## src/rtl/spi_reg_arb_pkg.sv

```systemverilog
// Shared types and sizing for the SPI / internal-requester register bank arbiter.
package spi_reg_arb_pkg;

  localparam int unsigned ADDR_W       = 3;
  localparam int unsigned REG_W        = 8;
  localparam int unsigned N_REQ_DEF    = 2;
  localparam int unsigned LOCK_TMO_DEF = 64;

  // Width of the lock idle timer: holds LOCK_TMO-1 down to the terminal count 0.
  function automatic int unsigned lock_cnt_w(input int unsigned tmo);
    return $clog2(tmo);
  endfunction

  localparam int unsigned LOCK_CNT_W = lock_cnt_w(LOCK_TMO_DEF);

  typedef enum logic [0:0] {
    ARB_IDLE = 1'b0,
    ARB_LOCK = 1'b1
  } arb_state_t;

  // SPI write parked while an internal requester holds the bank.
  typedef struct packed {
    logic [ADDR_W-1:0] addr;
    logic [REG_W-1:0]  data;
  } spi_pend_t;

endpackage

```

## src/rtl/spi_reg_arbiter_rr_pick.sv

```systemverilog
// Combinational round-robin picker: first valid requester at or after the pointer.
module spi_reg_arbiter_rr_pick #(
  parameter int unsigned N_REQ = 2,
  parameter int unsigned IDX_W = 1
) (
  input  logic [N_REQ-1:0] i_valid,
  input  logic [IDX_W-1:0] i_ptr,
  output logic [N_REQ-1:0] o_grant,
  output logic [IDX_W-1:0] o_idx,
  output logic             o_any
);

  // Scan from the farthest candidate back to the pointer so the closest valid one wins.
  always_comb begin
    int j;
    j       = 0;
    o_grant = '0;
    o_idx   = '0;
    o_any   = 1'b0;
    for (int k = int'(N_REQ) - 1; k >= 0; k--) begin
      j = int'(i_ptr) + k;
      if (j >= int'(N_REQ)) j = j - int'(N_REQ);
      if (i_valid[IDX_W'(j)]) begin
        o_any              = 1'b1;
        o_idx              = IDX_W'(j);
        o_grant            = '0;
        o_grant[IDX_W'(j)] = 1'b1;
      end
    end
  end

endmodule

```

## src/rtl/spi_reg_arbiter.sv

```systemverilog
// Register bank shared by the SPI slave and N_REQ internal requesters.
//
//   state    | meaning
//   ---------+------------------------------------------------------------------
//   ARB_IDLE | SPI write wins, else pending SPI write commits, else round-robin grant
//   ARB_LOCK | only the owner is served; SPI writes park in the pending buffer;
//            | idle timer forces release after LOCK_TMO cycles without an owner grant
module spi_reg_arbiter
  import spi_reg_arb_pkg::*;
#(
  parameter int unsigned N_REQ    = N_REQ_DEF,
  parameter int unsigned LOCK_TMO = LOCK_TMO_DEF
) (
  input  logic                        i_clk,
  input  logic                        i_rst,
  input  logic                        i_ena,
  input  logic [ADDR_W-1:0]           i_spi_addr,
  input  logic [REG_W-1:0]            i_spi_wdata,
  input  logic                        i_spi_wr_dv,
  output logic [REG_W-1:0]            o_spi_rdata,
  input  logic [N_REQ-1:0]            i_req_valid,
  input  logic [N_REQ-1:0]            i_req_we,
  input  logic [N_REQ-1:0]            i_req_lock,
  input  logic [N_REQ*ADDR_W-1:0]     i_req_addr,
  input  logic [N_REQ*REG_W-1:0]      i_req_wdata,
  output logic [N_REQ-1:0]            o_req_ready,
  output logic [N_REQ-1:0]            o_rsp_valid,
  output logic [REG_W-1:0]            o_rsp_rdata,
  output logic [(2**ADDR_W)*REG_W-1:0] o_regs,
  output logic                        o_spi_ovf,
  output logic                        o_lock_tmo
);

  localparam int unsigned DEPTH = 2**ADDR_W;
  localparam int unsigned IDX_W = $clog2(N_REQ);
  localparam int unsigned CNT_W = lock_cnt_w(LOCK_TMO);
  localparam logic [CNT_W-1:0] TMR_LOAD = CNT_W'(LOCK_TMO - 1);

  logic [REG_W-1:0] r_bank [DEPTH];
  arb_state_t       r_state;
  logic [IDX_W-1:0] r_owner;
  logic [IDX_W-1:0] r_ptr;
  logic [CNT_W-1:0] r_tmr;
  spi_pend_t        r_pend;
  logic             r_pend_full;
  logic             r_ovf;
  logic [N_REQ-1:0] r_rsp_valid;
  logic [REG_W-1:0] r_rsp_rdata;

  logic             w_act;
  logic [N_REQ-1:0] w_pick_grant;
  logic [IDX_W-1:0] w_pick_idx;
  logic             w_pick_any;
  logic [IDX_W-1:0] w_cand_idx;
  logic             w_c_we;
  logic             w_c_lock;
  logic [ADDR_W-1:0] w_c_addr;
  logic [REG_W-1:0] w_c_wdata;

  arb_state_t       w_state_nxt;
  logic [N_REQ-1:0] w_ready;
  logic             w_tmo;
  logic             w_rd;
  logic             w_bank_we;
  logic [ADDR_W-1:0] w_bank_addr;
  logic [REG_W-1:0] w_bank_data;
  logic             w_pend_load;
  logic             w_pend_clr;
  logic [IDX_W-1:0] w_ptr_nxt;
  logic [IDX_W-1:0] w_owner_nxt;
  logic [CNT_W-1:0] w_tmr_nxt;

  function automatic logic [IDX_W-1:0] f_inc(input logic [IDX_W-1:0] idx);
    if (int'(idx) >= int'(N_REQ) - 1) return '0;
    return idx + 1'b1;
  endfunction

  assign w_act = i_ena & ~i_rst;

  spi_reg_arbiter_rr_pick #(
    .N_REQ (N_REQ),
    .IDX_W (IDX_W)
  ) u_rr_pick (
    .i_valid (i_req_valid),
    .i_ptr   (r_ptr),
    .o_grant (w_pick_grant),
    .o_idx   (w_pick_idx),
    .o_any   (w_pick_any)
  );

  // The requester that could be served this cycle: the owner while locked, else the rr pick.
  assign w_cand_idx = (r_state == ARB_LOCK) ? r_owner : w_pick_idx;
  assign w_c_we     = i_req_we[w_cand_idx];
  assign w_c_lock   = i_req_lock[w_cand_idx];
  assign w_c_addr   = i_req_addr[w_cand_idx*ADDR_W +: ADDR_W];
  assign w_c_wdata  = i_req_wdata[w_cand_idx*REG_W +: REG_W];

  // Next-state, grant and bank-write selection.
  always_comb begin
    w_state_nxt = r_state;
    w_ready     = '0;
    w_tmo       = 1'b0;
    w_rd        = 1'b0;
    w_bank_we   = 1'b0;
    w_bank_addr = i_spi_addr;
    w_bank_data = i_spi_wdata;
    w_pend_load = 1'b0;
    w_pend_clr  = 1'b0;
    w_ptr_nxt   = r_ptr;
    w_owner_nxt = r_owner;
    w_tmr_nxt   = r_tmr;
    if (w_act) begin
      case (r_state)
        ARB_IDLE: begin
          if (i_spi_wr_dv) begin
            w_bank_we = 1'b1;
          end else if (r_pend_full) begin
            w_bank_we   = 1'b1;
            w_bank_addr = r_pend.addr;
            w_bank_data = r_pend.data;
            w_pend_clr  = 1'b1;
          end else if (w_pick_any) begin
            w_ready   = w_pick_grant;
            w_ptr_nxt = f_inc(w_pick_idx);
            if (w_c_we) begin
              w_bank_we   = 1'b1;
              w_bank_addr = w_c_addr;
              w_bank_data = w_c_wdata;
            end else begin
              w_rd = 1'b1;
            end
            if (w_c_lock) begin
              w_state_nxt = ARB_LOCK;
              w_owner_nxt = w_pick_idx;
              w_tmr_nxt   = TMR_LOAD;
            end
          end
        end
        ARB_LOCK: begin
          w_pend_load = i_spi_wr_dv;
          if (r_tmr == '0) begin
            // Forced release wins over a late owner request in the same cycle.
            w_tmo       = 1'b1;
            w_state_nxt = ARB_IDLE;
          end else if (i_req_valid[r_owner]) begin
            w_ready[r_owner] = 1'b1;
            if (w_c_we) begin
              w_bank_we   = 1'b1;
              w_bank_addr = w_c_addr;
              w_bank_data = w_c_wdata;
            end else begin
              w_rd = 1'b1;
            end
            if (w_c_lock) begin
              w_tmr_nxt = TMR_LOAD;
            end else begin
              w_state_nxt = ARB_IDLE;
              w_ptr_nxt   = f_inc(r_owner);
            end
          end else begin
            w_tmr_nxt = r_tmr - 1'b1;
          end
        end
        default: w_state_nxt = ARB_IDLE;
      endcase
    end
  end

  // Arbiter state, pending buffer, flags and read response.
  always_ff @(posedge i_clk) begin
    if (i_rst) begin
      r_state     <= ARB_IDLE;
      r_owner     <= '0;
      r_ptr       <= '0;
      r_tmr       <= '0;
      r_pend      <= '0;
      r_pend_full <= 1'b0;
      r_ovf       <= 1'b0;
      r_rsp_valid <= '0;
      r_rsp_rdata <= '0;
    end else if (i_ena) begin
      r_state     <= w_state_nxt;
      r_owner     <= w_owner_nxt;
      r_ptr       <= w_ptr_nxt;
      r_tmr       <= w_tmr_nxt;
      r_rsp_valid <= w_rd ? w_ready : '0;
      if (w_rd) r_rsp_rdata <= r_bank[w_c_addr];
      if (w_pend_load) begin
        r_pend.addr <= i_spi_addr;
        r_pend.data <= i_spi_wdata;
        r_pend_full <= 1'b1;
        if (r_pend_full) r_ovf <= 1'b1;
      end else if (w_pend_clr) begin
        r_pend_full <= 1'b0;
      end
    end
  end

  // Register bank storage.
  always_ff @(posedge i_clk) begin
    if (i_rst) begin
      for (int a = 0; a < int'(DEPTH); a++) r_bank[a] <= '0;
    end else if (w_bank_we) begin
      r_bank[w_bank_addr] <= w_bank_data;
    end
  end

  for (genvar a = 0; a < DEPTH; a++) begin : g_regs
    assign o_regs[a*REG_W +: REG_W] = r_bank[a];
  end

  assign o_spi_rdata = r_bank[i_spi_addr];
  assign o_req_ready = w_ready;
  assign o_rsp_valid = r_rsp_valid & {N_REQ{w_act}};
  assign o_rsp_rdata = r_rsp_rdata;
  assign o_spi_ovf   = r_ovf;
  assign o_lock_tmo  = w_tmo;

endmodule

```

## config.mk

```make
export PLATFORM = sky130hd
export DESIGN_NAME = spi_reg_arbiter
export DESIGN_NICKNAME = d
export VERILOG_FILES = /design/src/rtl/spi_reg_arb_pkg.sv /design/src/rtl/spi_reg_arbiter_rr_pick.sv /design/src/rtl/spi_reg_arbiter.sv
export SDC_FILE = /design/constraint.sdc
export NUM_CORES = 1
export LEC_CHECK = 0
export ABC_AREA = 1
export ABC_CLOCK_PERIOD_IN_PS = 4900
export CAP_MARGIN = 15
export CORE_MARGIN = 4
export CORE_UTILIZATION = 40
export CTS_CLUSTER_DIAMETER = 80
export DETAILED_ROUTE_END_ITERATION = 10
export GPL_TIMING_DRIVEN = 0
export HOLD_SLACK_MARGIN = 0.1
export PLACE_DENSITY = 0.65
export SYNTH_ARGS = -nofsm -noshare
export SYNTH_HDL_FRONTEND = slang
export SYNTH_HIERARCHICAL = 1
export SYNTH_SLANG_ARGS = --single-unit
```

## constraint.sdc

```tcl
create_clock -name i_clk -period 4.9 [get_ports i_clk]
set_input_delay 0.98 -clock i_clk [delete_from_list [all_inputs] [get_ports i_clk]]
set_output_delay 0.98 -clock i_clk [all_outputs]
set_load 0.05 [all_outputs]
```

==> flow_summary.yaml <==
status:
  status: "finished, final reports clean"
global_routing:
  grt_util_all_layers: 0.256
  grt.overflow.total: 0
  grt_start_max_net_pins: 17
  via_count_of_the_first_global_routing_pass: 5713
  antenna_found_initial: 0
  grt_first_pass_wirelength_mm: 32.7
placement:
  place_congestion: 1.03
  detailedPlacementHpwl_mm: 16.5
  post_dp_area_mm2: 0.00752
  io_buffer_count: 125
pwr:
  power_density_mw_per_mm2: 276
  leakage_nw: 3.17
  internal_power_mw: 1.45
  vdd.ir_drop.worst_v: 0.000191
  netSwitchingFraction: 0.328
  pwr-share-comb: 0.247
  power.sequential.fraction: 0.424
  net-switching-power_mw: 0.711
  power.clock.fraction: 0.329
floorplanning:
  start_util: 0.410
  die_w_um: 130
  core.rowCount: 44
  floorplan.core_area_mm2: 0.0146
  overall_die_area_mm2: 0.0170
  ios: 129
  floorplan_die_height_um: 130
sta:
  min_period_over_period: 0.951
  final_setup_violation_count: 0
  holdWs_ns: 0.467
  grt_setup_unrepaired: "no"
  max-slew-margin-rel: 0.170
  tns_ns: 0
  clock-skew-final_ns: 0.00928
  timing_max_transition_violations_final: 0
  report.final.hold_viol_count: 0
  final.min_clock_period_ns: 4.66
  tightest_slew_ns: 1.25
  max_freq_mhz: 214
drt:
  routedWlPerCell_um: 19.6
  first_iter_violations: 870
  drt_drc_violations_left: 0
  route.detailed.vias_per_inst: 5.56
  route.vias.total: 6217
  drt-pass1-iter-count: 5
  postRouteWirelength_mm: 21.9
  detail-route-antenna-nets: 0
worst_setup_path:
  worst-endpoint-required_ns: 3.92
  timing.critical_path.slowest_stage_cell: "sky130_fd_sc_hd__clkdlybuf4s50_1"
  end_kind: "output port"
  largest_stage_delay_on_the_critical_path_ns: 0.88
  start_kind: "input port"
  cp_cell_sequence: "clkdlybuf4s50_1 > inv_1 > nor2_1 > buf_2 > o21ai_0 > nor2_1 > nand2_1 > a211oi_1 > clkdlybuf4s50_1"
  setup.worst_path.class: "input port to output port"
  arrival_ns: 3.68
  worstPathMaxFanout: 10
clock_tree:
  cts-buffers-inserted: 9
  htree_levels: 3
  clock-root-buffer: "sky130_fd_sc_hd__clkbuf_16"
  cts_repair_resize_count: 0
  max_root_sink_buffers: 2
  clock_tree_from_tritoncts: "yes"
  insertion_delay_ns: 0.36
  clkSlewWorstSetupHoldPaths_ns: 0.07
  number_of_setup_buffers_added_after_cts: 0
  clock_sink_count: 96
  holdBufCountCts: 0
finish:
  antenna_cells: 0
  design.final.nets: 975
  highest_count_cells_in_the_layout_ignoring_fill_and_taps: "sky130_fd_sc_hd__clkdlybuf4s50_1 (125), sky130_fd_sc_hd__nand2_1 (114), sky130_fd_sc_hd__inv_1 (89), sky130_fd_sc_hd__nand3_1 (87), sky130_fd_sc_hd__nor2_1 (82)"
  post_route_cells_drive_above_1_share: 0.0963
  layout_commonest_cell: "sky130_fd_sc_hd__clkdlybuf4s50_1"
  syn2layout_area_growth_pct: 30.9
  design_area_mm2: 0.00783
synth:
  count_of_mapped_cells_out_of_synthesis: 785
  yosysUniqueCellTypes: 38
  synth.yosys.warnings: 6
  postSynthAreaPerCell_um2: 7.62
  ys_ff_latch: 96
  yosysSeqAreaShare: 0.429
  post_synth_design_cell_area_mm2: 0.00598
  syn_nets: 830
flow_run:
  cap_violations: 0
hold_path:
  worstHoldPathType: "register to register"
## power by group through the flow
stage               combinational, mW  sequential [mW]  clock, mW
floorplan                       0.238             1.02          0
global placement                0.517            0.936          0
detailed placement              0.526            0.935          0
CTS                             0.528            0.918      0.720
global route                    0.568            0.921      0.749
finish                          0.535            0.919      0.711
## per-layer routing
metal | track usage | wire length (um) | up-vias
met5 | 0 | 0 | -
met4 | 0.107 | 676 | 0
met3 | 0.0393 | 2170 | 47
met2 | 0.399 | 9960 | 349
met1 | 0.354 | 9090 | 2841
li1 | - | - | 2980
## final timing paths
path              cells after the start  slack, ns                    endpoint                   from
setup / recovery                      9       0.24              o_req_ready[1]                  i_ena
hold / removal                        2       0.47       r_tmr[4]$_SDFFE_PP0P_  r_tmr[4]$_SDFFE_PP0P_
setup reg to reg                     13       1.75  r_bank[6][2]$_SDFFCE_PN0P_     r_ptr$_SDFFE_PP0P_
hold reg to reg                       2       0.47       r_tmr[4]$_SDFFE_PP0P_  r_tmr[4]$_SDFFE_PP0P_
## synth_stat cells, drive strengths merged
library cell  number  area share
a211oi             2      0.0025
a21oi             61       0.051
a221oi             1      0.0015
a22o               1      0.0015
a311oi             2      0.0029
a31o               1      0.0015
a31oi             11       0.012
buf               19       0.026
clkbuf            27       0.017
clkinv             2      0.0013
conb               1     0.00063
dfxtp             32        0.11
edfxtp            64        0.32
ha                 2      0.0042
inv               96       0.061
nand2            135       0.099
nand3             93       0.085
nand4              9      0.0094
nor2              87       0.058
nor3              35       0.036
nor4               1      0.0010
o211ai            30       0.038
o21a               2      0.0025
o21ai             70       0.059
or2                1      0.0010
## cells by family after synthesis
logic type	after synthesis	share of synthesized area
fa+ha+maj	2	0.00418
buf+inv	144	0.105
other cells	1	0.000627
simple gates	361	0.291
flops	96	0.429
compound gates	181	0.171
## per-stage QoR
| stage | total power [mW] | utilization | std cells | worst slack [ns] |
|---|---|---|---|---|
| after floorplan | 1.26 | - | 785 | 0.931 |
| after global placement | 1.45 | 0.511 | 1094 | 0.261 |
| after detailed placement | 1.46 | 0.515 | 1100 | 0.307 |
| after CTS | 2.17 | 0.536 | 1116 | 0.292 |
| after global routing | 2.24 | 0.537 | 1119 | 0.115 |
| final | 2.16 | 0.537 | 1119 | 0.238 |
## layout make-up
| cell class | instances | area [um2] |
|---|---|---|
| well taps | 184 | 230 |
| inverters | 98 | 373 |
| fillers | 1443 | 6760 |
| clock buffers | 13 | 272 |
| repair buffers | 134 | 1330 |
| multi-input cells | 545 | 2790 |
| plain buffers | 46 | 254 |
| flip-flops and latches | 96 | 2560 |
| clock inverters | 3 | 23.8 |
## state kept, by name (all words and copies together), names as in the netlist
signal / flops
r_tmr: 6
o_rsp_rdata: 8
r_ptr: 1
r_bank: 64
r_rsp_valid: 2
r_owner: 1
r_pend_full: 1
r_state: 1
r_pend: 11
o_spi_ovf: 1
## critical path, delay by kind of cell
kind                   cells  cell delay (ns)
buffers and inverters      4             1.74
and+or+nand+nor            3             0.42
AOI/OAI and AO/OA          2             0.55
No activity file was read; power rests on OpenSTA's default activity.
